## config.mk

```make
export PLATFORM = sky130hd
export DESIGN_NAME = implication_drain
export DESIGN_NICKNAME = d
export VERILOG_FILES = /design/src/rtl/implication_drain.sv
export SDC_FILE = /design/constraint.sdc
export NUM_CORES = 1
export LEC_CHECK = 0
export BUFFER_PORTS_ARGS = -buffer_cell sky130_fd_sc_hd__buf_2
export CAP_MARGIN = 10
export CORE_MARGIN = 2
export CORE_UTILIZATION = 52
export CTS_CLUSTER_DIAMETER = 120
export DETAILED_ROUTE_END_ITERATION = 6
export PLACE_DENSITY = 0.78
export SETUP_SLACK_MARGIN = 0.1
export SYNTH_ARGS = -nofsm -noshare
export SYNTH_HDL_FRONTEND = slang
export SYNTH_SLANG_ARGS = --single-unit
```

## constraint.sdc

```tcl
create_clock -name clock -period 2.59 [get_ports clock]
set_clock_uncertainty 0.15 [all_clocks]
set_input_delay 0.777 -clock clock [delete_from_list [all_inputs] [get_ports clock]]
set_output_delay 0.777 -clock clock [all_outputs]
set_load 0.05 [all_outputs]
```

## src/rtl/implication_drain.sv

```systemverilog
// Implication FIFO consumer: pops {unit, implication} entries and applies them.
// Optional IMPL_DROP_CNT_EN adds a saturating count of discarded entries.
module implication_drain #(
    parameter int VAR_NUM = 8,
    parameter int IDX_W   = 3,
    parameter int DATA_W  = 8,
    parameter int CNT_W   = 4
) (
    input  logic               clock,
    input  logic               reset,
    input  logic               en,
    input  logic               clear,
    input  logic               fifo_empty,
    input  logic [DATA_W-1:0]  fifo_dataout,
    output logic               fifo_read,
    output logic [VAR_NUM-1:0] assign_def,
    output logic [VAR_NUM-1:0] assign_val,
    output logic [CNT_W-1:0]   implied_cnt,
    output logic               busy,
    output logic               done,
    output logic               conflict,
    output logic [IDX_W-1:0]   conflict_var
`ifdef IMPL_DROP_CNT_EN
    ,
    output logic [7:0]         drop_cnt
`endif
);

    typedef enum logic [2:0] {
        S_IDLE,
        S_FETCH,
        S_WAIT,
        S_APPLY,
        S_DONE,
        S_CONFLICT
    } state_e;

    state_e             state_q;
    logic [DATA_W-1:0]  entry_q;
    logic [VAR_NUM-1:0] def_q;
    logic [VAR_NUM-1:0] val_q;
    logic [CNT_W-1:0]   cnt_q;
    logic               conf_q;
    logic [IDX_W-1:0]   cvar_q;
`ifdef IMPL_DROP_CNT_EN
    logic [7:0]         drop_q;
    logic [7:0]         drop_d;
`endif

    logic [IDX_W-1:0] ent_idx;
    logic             ent_unit;
    logic             ent_val;
    logic             unused_hi;

    assign ent_idx   = entry_q[IDX_W-1:0];
    assign ent_unit  = entry_q[IDX_W];
    assign ent_val   = entry_q[IDX_W+1];
    assign unused_hi = ^entry_q[DATA_W-1:IDX_W+2];

    // Pop only from FETCH and only when data exists.
    assign fifo_read    = (state_q == S_FETCH) && !fifo_empty;
    assign busy         = (state_q != S_IDLE);
    assign done         = (state_q == S_DONE);
    assign assign_def   = def_q;
    assign assign_val   = val_q;
    assign implied_cnt  = cnt_q;
    assign conflict     = conf_q;
    assign conflict_var = cvar_q;

`ifdef IMPL_DROP_CNT_EN
    assign drop_cnt = drop_q;
    assign drop_d   = (drop_q == 8'hFF) ? drop_q : drop_q + 8'd1;
`endif

    always_ff @(posedge clock or negedge reset) begin
        if (!reset) begin
            state_q <= S_IDLE;
            entry_q <= '0;
            def_q   <= '0;
            val_q   <= '0;
            cnt_q   <= '0;
            conf_q  <= 1'b0;
            cvar_q  <= '0;
`ifdef IMPL_DROP_CNT_EN
            drop_q  <= '0;
`endif
        end else if (clear) begin
            state_q <= S_IDLE;
            def_q   <= '0;
            val_q   <= '0;
            cnt_q   <= '0;
            conf_q  <= 1'b0;
            cvar_q  <= '0;
`ifdef IMPL_DROP_CNT_EN
            drop_q  <= '0;
`endif
        end else begin
            unique case (state_q)
                S_IDLE: begin
                    if (en) state_q <= S_FETCH;
                end
                S_FETCH: begin
                    state_q <= fifo_empty ? S_DONE : S_WAIT;
                end
                S_WAIT: begin
                    entry_q <= fifo_dataout;
                    state_q <= S_APPLY;
                end
                S_APPLY: begin
                    state_q <= S_FETCH;
                    if (!ent_unit) begin
`ifdef IMPL_DROP_CNT_EN
                        drop_q <= drop_d;
`endif
                    end else if (!def_q[ent_idx]) begin
                        def_q[ent_idx] <= 1'b1;
                        val_q[ent_idx] <= ent_val;
                        cnt_q          <= cnt_q + 1'b1;
                    end else if (val_q[ent_idx] == ent_val) begin
`ifdef IMPL_DROP_CNT_EN
                        drop_q <= drop_d;
`endif
                    end else begin
                        conf_q  <= 1'b1;
                        cvar_q  <= ent_idx;
                        state_q <= S_CONFLICT;
                    end
                end
                S_DONE: begin
                    state_q <= S_IDLE;
                end
                S_CONFLICT: begin
                    state_q <= S_CONFLICT;
                end
                default: begin
                    state_q <= S_IDLE;
                end
            endcase
        end
    end

endmodule

```

# After elaboration in Yosys (flattened, before gate mapping)
# Index checks and enable logic that the tools add are counted.
# op_classes
n_addsub	1
order_cmp	2
eq_ne	9
muxes	36
bitwise	2
n_reduce_logical	11
# op_table
operator	count
two-way mux 8 bit	8
two-way mux 3 bit	11
two-way mux 4 bit	4
one-hot mux 3 bit (5 select lines)	1
bitwise mux 8 bit	1
two-way mux 1 bit	8
bitwise OR 8 bit	1
binary-select mux 1 bit (select 3 bit)	2
== test 3 x 2 -> 1 bit (second input constant)	2
== test 3 bit (second input constant)	2
nonzero test 2 bit	3
adder 4 x 1 -> 4 bit (second input constant)	1
< comparator 3 x 4 -> 1 bit (second input constant)	1
!= test 2 bit (second input constant)	2
AND reduction 4 bit	1
demux 1 bit (select 3 bit)	1
== test 3 x 1 -> 1 bit (second input constant)	1
>= comparator 3 x 1 -> 1 bit (second input constant)	1
logical NOT 3 bit	1
!= test 3 bit (second input constant)	1
AND reduction 3 bit	1
nonzero test 3 bit	1
logical AND 1 bit	2
AND reduction 2 bit	1
3 further kinds	3
# word_totals
register_bits	32
output_inout_bits	27
word_cells	68

# Depth between registers and ports, before layout
# Gate-level depths: netlist of run 1.
# logic_depth
word_depth	9
ltp_mapped	7
depth_no_buf	5

# Worst setup path after synthesis of run 1
# Ideal clock, no wire load.
# synth_timing
path_kind	in2out
startpoint	input fifo_empty
endpoint	output fifo_read
t_arrival_ns	1.853
setup_slack_ns	-0.190
cell_stages	1
path_buffers	0
path_cell_list	nor3_1
# synth_between
elab_chain_len	2
# synth_lines
element	line	source
start, declared	13	input logic fifo_empty,
logical NOT 1 bit	61	assign fifo_read = (state_q == S_FETCH) && !fifo_empty;
logical AND 1 bit	61	
end, declared	15	output logic fifo_read,
# No other way between the ends.

# Worst setup path in the final report of run 1
# layout_timing
startpoint	register state_q[1]
endpoint	output fifo_read
# layout_between
elab_chain_len	2
# layout_lines
element	line	source
start, declared	38	state_e state_q;
start signal, assigned	103	state_q <= fifo_empty ? S_DONE : S_WAIT;
== test 3 x 1 -> 1 bit	61	
logical AND 1 bit	61	
# No other way between the ends.

==> impl_metrics.tcl, run 1 <==
set metrics [dict create \
    run_status "complete, no violations" \
    grt_max_degree 33 \
    drt_first_pass_iters 5 \
    mappedNetlistArea_sq_mm 0.00159 \
    post-synth-top-count-cell "sky130_fd_sc_hd__dfrtp_1" \
    synth-async-reset-ratio_pct 100 \
    synth-warning-count 0 \
    clock_tree.htree_level_count 2 \
    setup_repair_after_global_routing_missed_its_margin "false" \
    placementRows 20 \
    ctsHoldBuffers 0 \
    synth_seq_cells 32 \
    fin_cells 229 \
    power.density_cell_area_mw_per_mm2 645 \
    ff_latch_area_sq_um 802 \
    grt_antenna_before_repair 0 \
    floorplan.initialDensity_pct 53.5 \
    synth_top_area_share_pct 50.3 \
    critPathLaunchType "flop" \
    post_cts.resized_instances 0 \
    gr-usage-all-layers_pct 21.6 \
    crit_path_max_fanout 6 \
    clock_sink_count 32 \
    timing.critical_path.required_ps 1660 \
    wire_length_of_the_first_global_routing_pass_mm 5.57 \
    cts_setup_buffers 0 \
    cts_tree "built" \
    antenna_cell_count 0 \
    post_synth_num_cell_types 38 \
    timing.critical_path.arrival_ps 1410 \
    finalCritPeriodShare_pct 90.3 \
    routed-via-count 1355 \
    syn-mean-instance-area_sq_um 10.1 \
    drt_iter0_markers 52 \
    critPathCaptureType "output pin" \
    cts_root_buffer "sky130_fd_sc_hd__clkbuf_4" \
    layout.filler_cells 256 \
    setup_violations 0 \
    worst_setup_hold_path_clk_slew_ps 90 \
    fraction_of_layout_cells_with_a_size_suffix_above_1_pct 29.1 \
    synth_edf_count 0 \
    timing.final.ws_setup_ps 251 \
    fp.dieH_um 59.3 \
    mean_number_of_vias_per_cell 5.92 \
    die_x_um 59.3 \
    grt_pass1_vias 1286 \
    io_buffer_count 36 \
    design.core.area_sq_mm 0.00298 \
    setup-tns-final_ps 0 \
    num_io_pins 40 \
    hold_violations 0 \
    timing_max_transition_violations_final 0 \
    finalNetCount 209 \
    netlist_top_cells_area "sky130_fd_sc_hd__dfrtp_1 (50%), sky130_fd_sc_hd__mux2i_1 (5.7%), sky130_fd_sc_hd__nor2_1 (4.9%), sky130_fd_sc_hd__a21oi_1 (4.4%), sky130_fd_sc_hd__mux4_2 (2.8%)" \
    ir_worst_vdd_mv 0.308 \
    area_growth_pct 17.8 \
    multi_input_gate_area_in_the_final_layout_sq_um 737 \
    ys_seq_area_share_pct 50.3 \
    min-delay-path-class "in2async" \
    design.die.area_sq_mm 0.00352 \
    power.leakage_nw 0.967 \
    worst_slew_pin_slew_ps 696 \
    post_synth_inst_count 157 \
    clock_tree.buffer_depth 2 \
    final_global_route_overflow_total 0 \
    cts_made_buffers 5 \
    routed_wire_length_per_instance_um 15.8 \
    clk_latency_ps 340 \
    preCtsSetupSlack_ps 239 \
    gp_congestion 0.872 \
    place_inst 221 \
    maxCapViolations 0 \
    finalWorstPathRequiredPeriod_ps 2340 \
    drc 0 \
    antenna_violating_nets_post_route 0 \
    detailedPlacementHpwl_mm 2.57 \
    synth_nets 171 \
    power.total_mw 1.21 \
    maxSlewHeadroom_pct 53.6 \
    max_clock_freq_mhz 427 \
    synthFlopType "sky130_fd_sc_hd__dfrtp_1" \
    synth_cell_count_leaders "sky130_fd_sc_hd__dfrtp_1 (32), sky130_fd_sc_hd__nor2_1 (21), sky130_fd_sc_hd__a21oi_1 (14)" \
    synthDominantAreaCellType "sky130_fd_sc_hd__dfrtp_1" \
    worstSetupPathType "reg2out" \
    total_wire_length_after_detailed_routing_mm 3.63 \
]
worst max-delay path, stage by stage (launching register included):
cell and delay, ps:
sky130_fd_sc_hd__dfrtp_1 440, sky130_fd_sc_hd__nand2b_1 240, sky130_fd_sc_hd__nor3_2 120, sky130_fd_sc_hd__buf_2 270
layer usage:
| layer | vias to the layer above | track usage [%] | share of wire (%) |
|---|---|---|---|
| li1 | 634 | - | - |
| met5 | - | 0 | 0 |
| met1 | 676 | 24.7 | 41 |
| met4 | 0 | 12.0 | 2.0 |
| met2 | 38 | 35.5 | 52 |
| met3 | 7 | 6.99 | 5.2 |
metrics by stage:
step / util, % / cell area, sq um / hold slack [ps]
6_report: 63.0 / 1880 / 327
5_1_grt: 63.0 / 1880 / 363
4_1_cts: 62.6 / 1860 / 358
3_5_place_dp: 60.6 / 1800 / 332
3_3_place_gp: 60.6 / 1800 / 334
2_1_floorplan: - / 1600 / 323
final timing paths:
check / slack, ps / from / end / cells after the start
max in group asynchronous: 1480 / reset / entry_q[0] / 1
setup / recovery: 250 / state_q[1] / fifo_read / 3
hold / removal: 330 / reset / assign_def[2] / 1
min in group clock: 370 / conflict / conflict / 2
hold reg to reg: 370 / conflict / conflict / 2
setup reg to reg: 260 / entry_q[1] / assign_val[6] / 6
power breakdown:
| part | total (mW) | switching [mW] | internal [mW] |
|---|---|---|---|
| sequential | 0.676 | 0.135 | 0.541 |
| combinational | 0.236 | 0.145 | 0.0904 |
| clock | 0.298 | 0.164 | 0.134 |
flip-flops by register name (all words and copies together) (netlist names):
| name | flops |
|---|---|
| assign_def | 8 |
| assign_val | 8 |
| entry_q | 5 |
| implied_cnt | 4 |
| conflict_var | 3 |
| state_q | 3 |
| conflict | 1 |
placed cells by master (no fill, tap or decap), drive strengths merged, types with 4 or more instances in the layout:
master / Yosys / layout
nand2b: 4 / 4
inv: 9 / 9
nand3: 7 / 7
nor2: 21 / 21
clkbuf: 5 / 8
mux2i: 10 / 10
dfrtp: 32 / 32
a21oi: 14 / 14
buf: 3 / 39
nand2: 11 / 11
nor3: 4 / 4
o21ai: 7 / 7
cells by family (layout without fill, tap and decap cells):
| family | after synthesis | count (layout) | share of synthesized area [%] |
|---|---|---|---|
| xor gates and xnor gates | 4 | 4 | 2.20 |
| and+or+nand+nor | 58 | 58 | 17.8 |
| adders and majority gates | 1 | 1 | 0.785 |
| muxes | 14 | 14 | 11.3 |
| buffers and inverters | 17 | 56 | 4.79 |
| DFF | 32 | 32 | 50.3 |
| AOI/OAI and AO/OA | 31 | 31 | 12.8 |
area by class of cell:
cell class | instances | area share [%]
flip-flops and latches | 32 | 42.8
multi-input cells | 108 | 39.3
well taps | 33 | 2.20
repair buffers | 39 | 10.8
inverters | 9 | 1.80
clock buffers | 8 | 3.14
Note: power is estimated with default switching activity, not from simulation.
==> run 2, diff against run 1 <==
--- a/config.mk
+++ b/config.mk
@@ -8,10 +8,9 @@
 export BUFFER_PORTS_ARGS = -buffer_cell sky130_fd_sc_hd__buf_2
 export CAP_MARGIN = 10
 export CORE_MARGIN = 2
-export CORE_UTILIZATION = 52
+export CORE_UTILIZATION = 35
 export CTS_CLUSTER_DIAMETER = 120
 export DETAILED_ROUTE_END_ITERATION = 6
-export PLACE_DENSITY = 0.78
 export SETUP_SLACK_MARGIN = 0.1
 export SYNTH_ARGS = -nofsm -noshare
 export SYNTH_HDL_FRONTEND = slang
==> run 2 against run 1 <==
Core utilization is 19 points lower. Global-route usage is 6.3 points lower. Routed wire length is 2.2% lower. Register-to-register slack better by 100 ps. Die area is 45% higher. Maximum frequency is 3.1% higher. Sequential share of layout area is 1.3 points lower. Clock power is 31% higher. Largest power group unchanged. Highest routed layer unchanged.
==> impl_metrics.tcl, run 2 (same netlist as run 1, synthesis figures left out) <==
set metrics [dict create \
    run_status "complete, no violations" \
    fin_cells 250 \
    critical-path-max-stage-delay_ps 430 \
    min-delay-path-class "reg2reg" \
    clock_tree.buffer_depth 2 \
    finalWorstPathRequiredPeriod_ps 2270 \
    design.die.area_sq_mm 0.00511 \
    fin_area_sq_mm 0.00193 \
    drt_first_pass_iters 4 \
    ir_worst_vdd_mv 0.273 \
    num_io_pins 40 \
    placed_area_sq_mm 0.00184 \
    critPathCaptureType "output pin" \
    placementRows 24 \
    setup_violations 0 \
    fp.dieH_um 71.5 \
    gr-usage-all-layers_pct 15.3 \
    grt_pass1_vias 1245 \
    cts_tree "built" \
    max_clock_freq_mhz 441 \
    wire_length_of_the_first_global_routing_pass_mm 5.91 \
    preCtsSetupSlack_ps 316 \
    detailedPlacementHpwl_mm 2.58 \
    timing.reg2reg.worst_path_depth 6 \
    fraction_of_layout_cells_with_a_size_suffix_above_1_pct 29.8 \
    grt_antenna_before_repair 0 \
    critPathLaunchType "flop" \
    power.leakage_nw 0.974 \
    setup_repair_after_global_routing_missed_its_margin "false" \
    min_from "conflict" \
    finalCritPeriodShare_pct 87.6 \
    timing.hold.ws_ps 355 \
    maxCapViolations 0 \
    end_point_of_the_most_critical_hold_path "conflict" \
    cts_made_buffers 5 \
    final_cell_mix "sky130_fd_sc_hd__buf_2 (36), sky130_fd_sc_hd__dfrtp_1 (31), sky130_fd_sc_hd__nor2_1 (21)" \
    critical_path_buf_inv_count 1 \
    worst_slew_pin_slew_ps 699 \
    drc 0 \
    critPathTopFamily "flip-flops" \
    gp_congestion 0.779 \
    routed_wire_length_per_instance_um 14.2 \
    cts_setup_buffers 0 \
    worstSetupPathType "reg2out" \
    reg2reg_slack_ps 360 \
    clock_sink_count 32 \
    design.core.area_sq_mm 0.00438 \
    total_wire_length_after_detailed_routing_mm 3.54 \
    cts_root_buffer "sky130_fd_sc_hd__clkbuf_8" \
    finalNetCount 211 \
    final_core_utilization_pct 44.1 \
    most_common_cell_after_layout_fill_and_taps_aside "sky130_fd_sc_hd__buf_2" \
    place_inst 242 \
    timing_max_transition_violations_final 0 \
    crit_path_max_fanout 6 \
    setup-tns-final_ps 0 \
    timing.critical_path.arrival_ps 1340 \
    power.total_mw 1.31 \
    holdPathStages 2 \
    power.density_cell_area_mw_per_mm2 675 \
    timing.rr.start "entry_q[1]" \
    drt_iter0_markers 58 \
    antenna_violating_nets_post_route 0 \
    routed-via-count 1276 \
    clk_latency_ps 280 \
    io_buffer_count 36 \
    cpMaxStageDelayCell "sky130_fd_sc_hd__dfrtp_1" \
    hold_violations 0 \
    area_growth_pct 21.4 \
    mean_number_of_vias_per_cell 5.10 \
    maxSlewHeadroom_pct 53.4 \
    timing.critical_path.cells "nand2b_1 -> nor3_2 -> buf_2" \
    timing.final.ws_setup_ps 321 \
    timing.critical_path.required_ps 1660 \
    antenna_cell_count 0 \
    grt_max_degree 33 \
    floorplan.initialDensity_pct 36.3 \
    die_x_um 71.5 \
    clock_tree.htree_level_count 2 \
    worstReg2RegEnd "assign_val[6]" \
    worst_setup_hold_path_clk_slew_ps 60 \
    final_global_route_overflow_total 0 \
]
==> run 2: tightest hold or removal path, stage by stage, from the launching register on <==
cell                      delay (ps)
sky130_fd_sc_hd__dfrtp_1         340
sky130_fd_sc_hd__a21oi_1          40
sky130_fd_sc_hd__nor2_1           80
==> run 2: worst max path at each step <==
stage                           from            end  slack (ps)  cells after the start
final                     state_q[1]      fifo_read         320                      3
after global placement         clear     entry_q[4]         350                      3
after global routing      entry_q[1]  assign_val[6]         180                      6
after floorplan           fifo_empty      fifo_read         240                      1
after CTS                 entry_q[0]  assign_val[6]         300                      6
after detailed placement  entry_q[0]  assign_val[6]         320                      6
==> run 2: repair_timing <==
item	CTS	global route
hold buffers	0	0
resized for setup	0	1
endpoints found under the setup margin	0	1
==> run 2: cell type report <==
class / instances / area (sq um)
fillers: 457 / 2450
flip-flops and latches: 32 / 802
multi-input cells: 108 / 726
repair buffers: 41 / 218
clock buffers: 8 / 90.1
well taps: 52 / 65.1
inverters: 9 / 33.8
==> run 2: power breakdown <==
| group | internal [mW] | leakage (nW) | total, mW | switching (mW) |
|---|---|---|---|---|
| registers | 0.543 | 0.435 | 0.653 | 0.110 |
| clock network | 0.216 | 0.0455 | 0.390 | 0.174 |
| logic | 0.108 | 0.493 | 0.262 | 0.155 |
| total | 0.866 | 0.974 | 1.31 | 0.439 |
==> run 2: layer usage <==
metal  GRT usage [%]  wire (um)  vias to the layer above
li1                -          -                      638
met1            18.9       1620                      609
met2            24.7       1710                       23
met3            4.92        149                        6
met4            6.29         61                        0
met5               0          0                        -
